### config.mk
export PLATFORM = sky130hd
export DESIGN_NAME = sw_debounce
export DESIGN_NICKNAME = d
export VERILOG_FILES = /design/src/rtl/sesi_pkg.sv /design/src/rtl/sw_debounce_cell.sv /design/src/rtl/sw_debounce.sv
export SDC_FILE = /design/constraint.sdc
export NUM_CORES = 1
export LEC_CHECK = 0
export CAP_MARGIN = 20
export CORE_AREA = 8 8 178 180
export DETAILED_ROUTE_END_ITERATION = 10
export DIE_AREA = 0 0 186 188
export PLACE_DENSITY = 0.57
export SLEW_MARGIN = 20
export SYNTH_ARGS = -nofsm -noshare
export SYNTH_HDL_FRONTEND = slang
export SYNTH_SLANG_ARGS = --single-unit
### constraint.sdc
create_clock -name clk -period 2.4 [get_ports clk]
set_clock_uncertainty 0.05 [all_clocks]
set_input_delay 0.36 -clock clk [delete_from_list [all_inputs] [get_ports clk]]
set_output_delay 0.36 -clock clk [all_outputs]
set_load 0.1 [all_outputs]
### src/rtl/sesi_pkg.sv
// Shared constants and helpers for the switch/LED board blocks.
package sesi_pkg;

    localparam int CLK_HZ            = 100000000;
    localparam int DB_CYCLES_DEFAULT = 1000000;   // 10 ms at CLK_HZ

    // Counter width able to hold 0 .. n-1 without wrapping.
    function automatic int db_width(input int n);
        return $clog2(n);
    endfunction

endpackage

### src/rtl/sw_debounce_cell.sv
// One debounced switch channel: 2-flop synchroniser, persistence counter,
// accepted-level flop and registered rise/fall/toggle outputs.
module sw_debounce_cell
    import sesi_pkg::*;
#(
    parameter int DB_CYCLES = DB_CYCLES_DEFAULT
) (
    input  logic clk,
    input  logic rst_n,
    input  logic sw_i,
    output logic db_o,
    output logic rise_o,
    output logic fall_o,
    output logic tgl_o
);

    localparam int             CW      = db_width(DB_CYCLES);
    localparam logic [CW-1:0]  CNT_MAX = CW'(DB_CYCLES - 1);

    logic          sync1_q, sync2_q;
    logic [CW-1:0] cnt_q,  cnt_d;
    logic          db_q,   db_d;
    logic          rise_q, rise_d;
    logic          fall_q, fall_d;
    logic          tgl_q,  tgl_d;

    // The count only runs while the synchronised level disagrees with the
    // accepted one; any return to agreement restarts it from zero.
    always_comb begin
        cnt_d  = '0;
        db_d   = db_q;
        rise_d = 1'b0;
        fall_d = 1'b0;
        tgl_d  = tgl_q;
        if (sync2_q != db_q) begin
            if (cnt_q == CNT_MAX) begin
                db_d   = sync2_q;
                rise_d = sync2_q;
                fall_d = ~sync2_q;
                tgl_d  = tgl_q ^ sync2_q;
            end else begin
                cnt_d = cnt_q + 1'b1;
            end
        end
    end

    // NOTE: every flop here uses non-blocking assignment so the synchroniser
    // chain shifts by exactly one stage per edge.
    always_ff @(posedge clk or negedge rst_n) begin
        if (!rst_n) begin
            sync1_q <= 1'b0;
            sync2_q <= 1'b0;
            cnt_q   <= '0;
            db_q    <= 1'b0;
            rise_q  <= 1'b0;
            fall_q  <= 1'b0;
            tgl_q   <= 1'b0;
        end else begin
            sync1_q <= sw_i;
            sync2_q <= sync1_q;
            cnt_q   <= cnt_d;
            db_q    <= db_d;
            rise_q  <= rise_d;
            fall_q  <= fall_d;
            tgl_q   <= tgl_d;
        end
    end

    assign db_o   = db_q;
    assign rise_o = rise_q;
    assign fall_o = fall_q;
    assign tgl_o  = tgl_q;

endmodule

### src/rtl/sw_debounce.sv
// N_SW independent switch debouncers feeding the LED blinker.
module sw_debounce
    import sesi_pkg::*;
#(
    parameter int DB_CYCLES = DB_CYCLES_DEFAULT,
    parameter int N_SW      = 8
) (
    input  logic            clk,
    input  logic            rst_n,
    input  logic [N_SW-1:0] sw,
    output logic [N_SW-1:0] sw_db,
    output logic [N_SW-1:0] sw_rise,
    output logic [N_SW-1:0] sw_fall,
    output logic [N_SW-1:0] sw_tgl
);

    // A one-cycle window would make the counter zero bits wide.
    if (DB_CYCLES < 2) begin : g_bad_db_cycles
        $error("sw_debounce: DB_CYCLES must be at least 2");
    end

    for (genvar i = 0; i < N_SW; i++) begin : g_cell
        sw_debounce_cell #(
            .DB_CYCLES (DB_CYCLES)
        ) u_cell (
            .clk    (clk),
            .rst_n  (rst_n),
            .sw_i   (sw[i]),
            .db_o   (sw_db[i]),
            .rise_o (sw_rise[i]),
            .fall_o (sw_fall[i]),
            .tgl_o  (sw_tgl[i])
        );
    end

endmodule

# Word-level counts from Yosys, hierarchy flattened
# Index checks and enable logic that the tools add are counted.
# classes
n_addsub	8
eq_ne	16
muxes	48
bitwise_logic	16
reduce_logical	8
# op_table
op	count
two-way mux 20 bit	16
adder 20 x 1 -> 20 bit (second input constant)	8
== test 20 bit (second input constant)	8
two-way mux 1 bit	32
AND reduction 2 bit	8
inequality test 1 bit	8
inverter 1 bit	8
XOR 1 bit	8
# totals
register_bits	208
inputBits	10
wordCells	152

# Longest topological paths before layout
# Gate-level depths: netlist (run 1).
# logic_depth
word_depth	3
depth_mapped	7

# By module
# A second synthesis (run 1) with hierarchy kept.
# hier_totals
hier_cells	928
area_unflattened_um2	9979.6
# by_module_without_submodules
mod	instances	cells_each	area_each_um2	seq_area_each_um2
sw_debounce_cell	8	116	1247.4	650.6

# Least setup slack after synthesis (run 1)
# OpenSTA, ideal clock, no wires.
# synth_timing
path_type	register to register
start	register g_cell[0].u_cell.cnt_q[15]
end	register g_cell[0].u_cell.db_q
setup_ps	125
arrival_ps	1946
required_ps	2225
slack_ps	280
path_stages_with_launch	5
path_buffers	0
path_cell_list	dfrtp_1 > or4b_1 > or4_1 > nor2_1 > mux2_2
# synth_via
elab_chain_cells	2
# synth_rtl
element	line	source
from (decl)	sw_debounce_cell.sv:21	logic [CW-1:0] cnt_q, cnt_d;
from (signal assigned)	sw_debounce_cell.sv:61	cnt_q <= cnt_d;
== test 20 bit	sw_debounce_cell.sv:36	if (cnt_q == CNT_MAX) begin
AND reduction 2 bit (no line)	-	
to (signal assigned)	sw_debounce_cell.sv:54	db_q <= 1'b0;
to (signal assigned)	sw_debounce_cell.sv:62	db_q <= db_d;
to (decl)	sw_debounce_cell.sv:22	logic db_q, db_d;
# Every way passes these cells.
# A chain may end at the register's enable or synchronous reset.

# Worst setup path in the final report (run 1)
# Ends and elaborated chain as after synthesis.

==> results of run 1 <==
[critical path, cell delays in order (launching register included)]
cell     delay (ns)
dfrtp_1        0.42
or4b_1         0.51
or4_1          0.62
nor2_1         0.18
mux2_2         0.35
[through the flow]
step	cell area (µm²)	hold slack (ns)	util, %	std cells	setup WS (ns)
5_1_grt	11400	0.219	39.3	1410	0.0629
3_5_place_dp	10600	0.256	36.4	1368	0.187
3_3_place_gp	10600	0.258	36.4	1368	0.205
2_1_floorplan	9890	0.0144	-	975	0.280
6_report	11400	0.239	39.3	1410	0.163
4_1_cts	11400	0.210	39.3	1410	0.172
[metal layers]
| layer | part of all wire (%) | up-vias | global-route usage (%) |
|---|---|---|---|
| met4 | 2.2 | 0 | 3.08 |
| met1 | 48 | 3319 | 14.3 |
| met2 | 46 | 70 | 17.6 |
| met3 | 3.6 | 36 | 1.86 |
| met5 | 0 | - | 0 |
| li1 | - | 3449 | - |
[registers in the layout (all words and copies together), names as in the netlist]
name,count
g_cell.u_cell.cnt_q,160
g_cell.u_cell.db_o,8
g_cell.u_cell.fall_o,8
g_cell.u_cell.rise_o,8
g_cell.u_cell.sync1_q,8
g_cell.u_cell.sync2_q,8
g_cell.u_cell.tgl_o,8
[cells in the final DEF (no fill, tap or decap), drive strengths merged, types with 3 or more instances in the layout]
cell           count
nor3b              4
mux2               6
buf               55
ha                 8
nor3              25
nand2b             8
clkdlybuf4s50      8
bufinv             4
a21oi             47
o31ai             23
nor4b              5
xnor2             55
nand3             56
inv               36
or4b               8
o21ai             35
or2                6
or4               34
and4               9
clkinv             5
xor2              56
nor4              23
nand2             54
and3              17
clkbuf            32
nand4             33
nor2             122
nor4bb             3
or3               27
and2               3
dfrtp            208
[logic make-up after synthesis]
logic type | count (synthesis) | share of synthesized area (%)
buf+inv | 96 | 5.01
flops | 208 | 52.7
compound gates | 106 | 6.20
xor+xnor | 111 | 9.83
fa+ha+maj | 8 | 1.01
simple gates | 438 | 24.4
mux | 8 | 0.886
[area by class of cell]
type / count / area (µm²) / area share (%)
repair buffers: 64 / 548 / 4.80
clock buffers: 32 / 692 / 6.07
flip-flops and latches: 208 / 5200 / 45.6
clock inverters: 9 / 149 / 1.31
multi-input cells: 671 / 4190 / 36.7
well taps: 390 / 488 / 4.28
inverters: 36 / 135 / 1.18
[Yosys cell counts, types with 17 or more instances]
library cell,n,area [µm²]
inv_1,36,135
xor2_1,56,490
nand4_1,32,200
o21ai_0,30,150
nand3_1,53,265
or3_1,26,163
o31ai_1,22,165
clkbuf_1,18,67.6
buf_4,33,248
or4_1,31,233
and3_1,17,106
xnor2_1,55,482
a21oi_1,45,225
nor2_1,122,458
nand2_1,54,203
nor3_1,25,125
nor4_1,19,119
dfrtp_1,208,5200
[power by group]
| group | internal [mW] | switching, mW |
|---|---|---|
| clock network | 2.44 | 1.41 |
| logic | 0.0767 | 0.152 |
| registers | 3.56 | 0.0438 |
[path summary, 6_finish.rpt]
check | from | to | slack [ns] | depth (start not counted)
worst max register to register | g_cell[0].u_cell.cnt_q[15] | g_cell[0].u_cell.db_o | 0.16 | 4
max in group asynchronous | rst_n | g_cell[0].u_cell.cnt_q[17] | 1.32 | 3
min in group asynchronous | rst_n | g_cell[2].u_cell.cnt_q[14] | 0.30 | 2
worst min-delay path | sw[4] | g_cell[4].u_cell.sync1_q | 0.24 | 1
worst min register to register | g_cell[0].u_cell.sync1_q | g_cell[0].u_cell.sync2_q | 0.30 | 0
worst max-delay path | g_cell[0].u_cell.cnt_q[15] | g_cell[0].u_cell.db_o | 0.16 | 4
[what timing repair did]
action | 4_1_cts | 5_1_grt
endpoints found under the hold margin | 47 | 0
hold buffers | 1 | 0
gates resized for setup | 0 | 0
==> results.txt, run 1 <==
total CTS buffers: 25
Yosys warnings: 0
dominant synthesized flop cell: dfrtp_1
FILL cells: 2880
Hold Fails Final Rpt: 0
Chip Width: 186 µm
kind of critical path: register to register
initial antenna violation count: 0
setup TNS: 0 ns
Initial Util: 34.1%
vias in the first global route: 6834
Synth Net Count: 993
share of layout cells above drive strength 1: 12.3%
Final period util: 93.2%
status: finished, final reports clean
Vias per Instance: 4.88
number of setup buffers added after CTS: 0
Root Buffer: clkbuf_16
num rows: 63
initial DRC count: 383
DPL Wire Length: 11900 µm
Worst Tran Pin Value: 0.590 ns
I/O Buffers: 41
FF+latch count, synth: 208
Slew HR: 60.3%
clock sink count: 208
CTS max path bufs: 3
total of max-cap violations: 0
RSZ-0062 raised after global routing: no
Clock Latency Late Sink: 0.51 ns
Crit. End Element: register
GRT overflow: 0
Pwr Density: 673 nW/µm²
Max Slew Vio Count: 0
Layout area overhead: 15.4%
Worst EP required: 2.74 ns
largest net degree at the start of global routing: 62
global placer's final weighted congestion: 0.774
total core area: 29000 µm²
# DRC: 0
IO Pins: 42
Die Y: 188 µm
crit-path max FO: 6
GRT Overall Usage: 10.8%
Netlist Area Pre-Place: 9890 µm²
CTS clk-pin slew, worst paths: 0.06 ns
TritonCTS clock tree: done
EDFF count, synth: 0
Lkg Pwr: 4.69 nW
Critical Path Source Type: register
WP data arrival: 2.58 ns
Peak Freq: 447 MHz
DIE AREA: 35000 µm²
fin nets: 1024
Unique masters post-synth: 46
Routed wire per std cell: 13.0 µm
Peak VDD IR: 0.389 mV
total power: 7.68 mW
Pre-antenna DRT Iters: 4
ant diodes: 0
min-delay worst type: primary input to register
cells after synthesis: 975
first-pass GRT wire length: 32500 µm
minimum clock period: 2.24 ns
post-route antenna net violation count: 0
ys async rst share: 100%
setup violators final: 0
Routed WL: 18300 µm
total number of H-tree levels: 1
sequential share of the synthesized area: 52.7%
syn_area_per_cell: 10.1 µm²
total number of vias: 6874
(Power assumes the default switching activity.)
==> inputs of run 2 (changes only) <==
--- a/config.mk
+++ b/config.mk
@@ -5,10 +5,12 @@
 export SDC_FILE = /design/constraint.sdc
 export NUM_CORES = 1
 export LEC_CHECK = 0
+export ABC_AREA = 1
 export CAP_MARGIN = 20
-export CORE_AREA = 8 8 178 180
+export CORE_AREA = 8 8 185 187
+export CTS_CLUSTER_DIAMETER = 100
 export DETAILED_ROUTE_END_ITERATION = 10
-export DIE_AREA = 0 0 186 188
+export DIE_AREA = 0 0 193 195
 export PLACE_DENSITY = 0.57
 export SLEW_MARGIN = 20
 export SYNTH_ARGS = -nofsm -noshare
==> results.txt, run 2 <==
dominant synthesized flop cell: dfrtp_1
Worst EP required: 2.74 ns (about the same)
Hold Fails Final Rpt: 0 (unchanged)
status: finished, final reports clean
kind of critical path: register to register
Vias per Instance: 4.59 (-5.8%)
min-delay src: sw[7]
num rows: 65 (+3.2%)
min-delay worst type: primary input to register
Synth Net Count: 1424 (+43%)
FF+latch count, synth: 208 (unchanged)
Critical Path Source Type: register
Die Y: 195 µm (+3.7%)
total CTS buffers: 26 (+4.0%)
I/O Buffers: 41 (unchanged)
EDFF count, synth: 0 (unchanged)
Final period util: 70.9% (-22 points)
Yosys top cell by area: dfrtp_1
FILL cells: 3177 (+10%)
commonest cells after routing, fill and taps aside: nor2_1 (380), nand2_1 (262), dfrtp_1 (208)
Unique masters post-synth: 31 (-33%)
Max Slew Vio Count: 0 (unchanged)
total power: 7.62 mW (-0.76%)
CTS clk-pin slew, worst paths: 0.06 ns (about the same)
# DRC: 0 (unchanged)
total of max-cap violations: 0 (unchanged)
RSZ-0062 raised after global routing: no
Layout area overhead: 14.4%
sequential share of the synthesized area: 48.1% (-4.6 points)
Commonest cells post-synth: nor2_1 (380), nand2_1 (262), dfrtp_1 (208)
top-count cell post-synth: nor2_1
Worst Hold End: g_cell[7].u_cell.sync1_q
clock sink count: 208 (unchanged)
WP data arrival: 2.04 ns (-0.54 ns)
worst-case reg-to-reg path depth: 6 (+2)
ant diodes: 0 (unchanged)
reg2reg end: g_cell[6].u_cell.cnt_q[6]
post-route antenna net violation count: 0 (unchanged)
Crit. End Element: register
Pwr Density: 615 nW/µm² (-8.6%)
Yosys warnings: 0 (unchanged)
Most flops, register: g_cell.u_cell.cnt_q
global placer's final weighted congestion: 0.857 (+11%)
first-pass GRT wire length: 39500 µm (+21%)
Routed WL: 22300 µm (+22%)
total number of H-tree levels: 1 (unchanged)
Worst Tran Pin Value: 0.521 ns (-0.0691 ns)
DPL Wire Length: 16300 µm (+36%)
top cell type's share of synthesized area: 48.1% (-4.6 points)
total number of vias: 8581 (+25%)
setup TNS: 0 ns (unchanged)
Chip Width: 193 µm (+3.8%)
cells after synthesis: 1406 (+44%)
Routed wire per std cell: 11.9 µm (-8.0%)
GRT overflow: 0 (unchanged)
TritonCTS clock tree: done
initial DRC count: 581 (+52%)
commonest non-fill, non-tap cell in the layout: nor2_1
final hold slack: 0.242 ns (+0.00325 ns)
Netlist Area Pre-Place: 10800 µm² (+9.6%)
Clock Latency Late Sink: 0.51 ns (about the same)
post-cts gate resize count: 0 (unchanged)
Peak VDD IR: 0.436 mV (+12%)
vias in the first global route: 8441 (+24%)
largest net degree at the start of global routing: 58 (-6.5%)
DIE AREA: 37600 µm² (+7.6%)
GRT Overall Usage: 12.2% (+1.5 points)
Pre-antenna DRT Iters: 5 (+1)
number of setup buffers added after CTS: 0 (unchanged)
Lkg Pwr: 5.42 nW (+16%)
initial antenna violation count: 0 (unchanged)
crit-path max FO: 8 (+2)
Synth area leaders: dfrtp_1 (48%), nor2_1 (13%), nand2_1 (9.1%)
Initial Util: 34.7% (+0.60 points)
fin nets: 1470 (+44%)
Reg-to-Reg Start: g_cell[6].u_cell.db_o
total core area: 31200 µm² (+7.7%)
ys async rst share: 100% (unchanged)
Root Buffer: clkbuf_16
IO Pins: 42 (unchanged)
reg2reg setup slack: 0.70 ns (+0.54 ns)
Peak Freq: 588 MHz (+31%)
setup violators final: 0 (unchanged)
max reg flops: 160 (unchanged)
share of layout cells above drive strength 1: 8.45% (-3.8 points)
syn_area_per_cell: 7.70 µm² (-24%)
CTS max path bufs: 3 (unchanged)
Slew HR: 65.1% (+4.8 points)
worst hold stages: 1 (unchanged)
minimum clock period: 1.70 ns (-0.536 ns)
[run 2: timing repair]
action | in CTS | in global routing
endpoints found under the hold margin | 52 | 0
endpoints found under the setup margin | 0 | 0
hold buffers | 1 | 0
[run 2: worst max-delay path, stage by stage (launching register included)]
cell,delay (ns)
dfrtp_1,0.41
inv_1,0.08
nor2_1,0.04
nor2_1,0.42
inv_1,0.31
nand2_2,0.21
nor3_1,0.06
[run 2: cell type report]
class | instances | area [µm²] | area share [%]
inverter | 157 | 589 | 4.76
timing repair buffer | 53 | 465 | 3.76
clock buffer | 38 | 767 | 6.19
multi-input combinational | 1006 | 4780 | 38.6
clock inverter | 5 | 75.1 | 0.606
tap | 402 | 503 | 4.06
sequential | 208 | 5200 | 42.0
[run 2: layer usage]
layer	track usage, %	vias to the layer above	share of wire, %
met5	0	-	0
met1	16.4	3966	48
li1	-	4459	-
met2	20.3	131	46
met3	1.92	25	4.0
met4	2.88	0	1.6
[run 2: cells by family after synthesis]
| kind of cell | after synthesis | synth area share, % |
|---|---|---|
| buffers and inverters | 192 | 7.77 |
| flip-flops | 208 | 48.1 |
| AO/OA/AOI/OAI | 56 | 2.98 |
| XOR/XNOR | 75 | 6.07 |
| AND/OR/NAND/NOR | 867 | 34.2 |
| adder cells (fa/ha/maj) | 8 | 0.924 |
[run 2: worst max path at each step]
stage	slack, ns	end	cells after the start	startpoint
2_1_floorplan	0.96	g_cell[3].u_cell.cnt_q[0]	8	g_cell[3].u_cell.cnt_q[0]
3_3_place_gp	0.70	g_cell[6].u_cell.cnt_q[5]	6	g_cell[6].u_cell.db_o
3_5_place_dp	0.68	g_cell[6].u_cell.cnt_q[6]	6	g_cell[6].u_cell.db_o
4_1_cts	0.66	g_cell[6].u_cell.cnt_q[6]	6	g_cell[6].u_cell.db_o
5_1_grt	0.52	g_cell[6].u_cell.cnt_q[5]	6	g_cell[6].u_cell.db_o
6_report	0.70	g_cell[6].u_cell.cnt_q[6]	6	g_cell[6].u_cell.db_o
[run 2: where the power goes]
group	internal (mW)	switching [mW]
clock network	2.40	1.40
logic	0.0757	0.166
registers	3.56	0.0314
[run 2: stage by stage]
step	instance area, µm²	utilization, %	std cells	worst slack (ns)
after floorplan	10800	-	1406	0.962
after detailed placement	11500	36.9	1825	0.677
after global routing	12400	39.7	1869	0.516
after global placement	11500	36.9	1825	0.702
final	12400	39.7	1869	0.698
after CTS	12400	39.7	1869	0.659
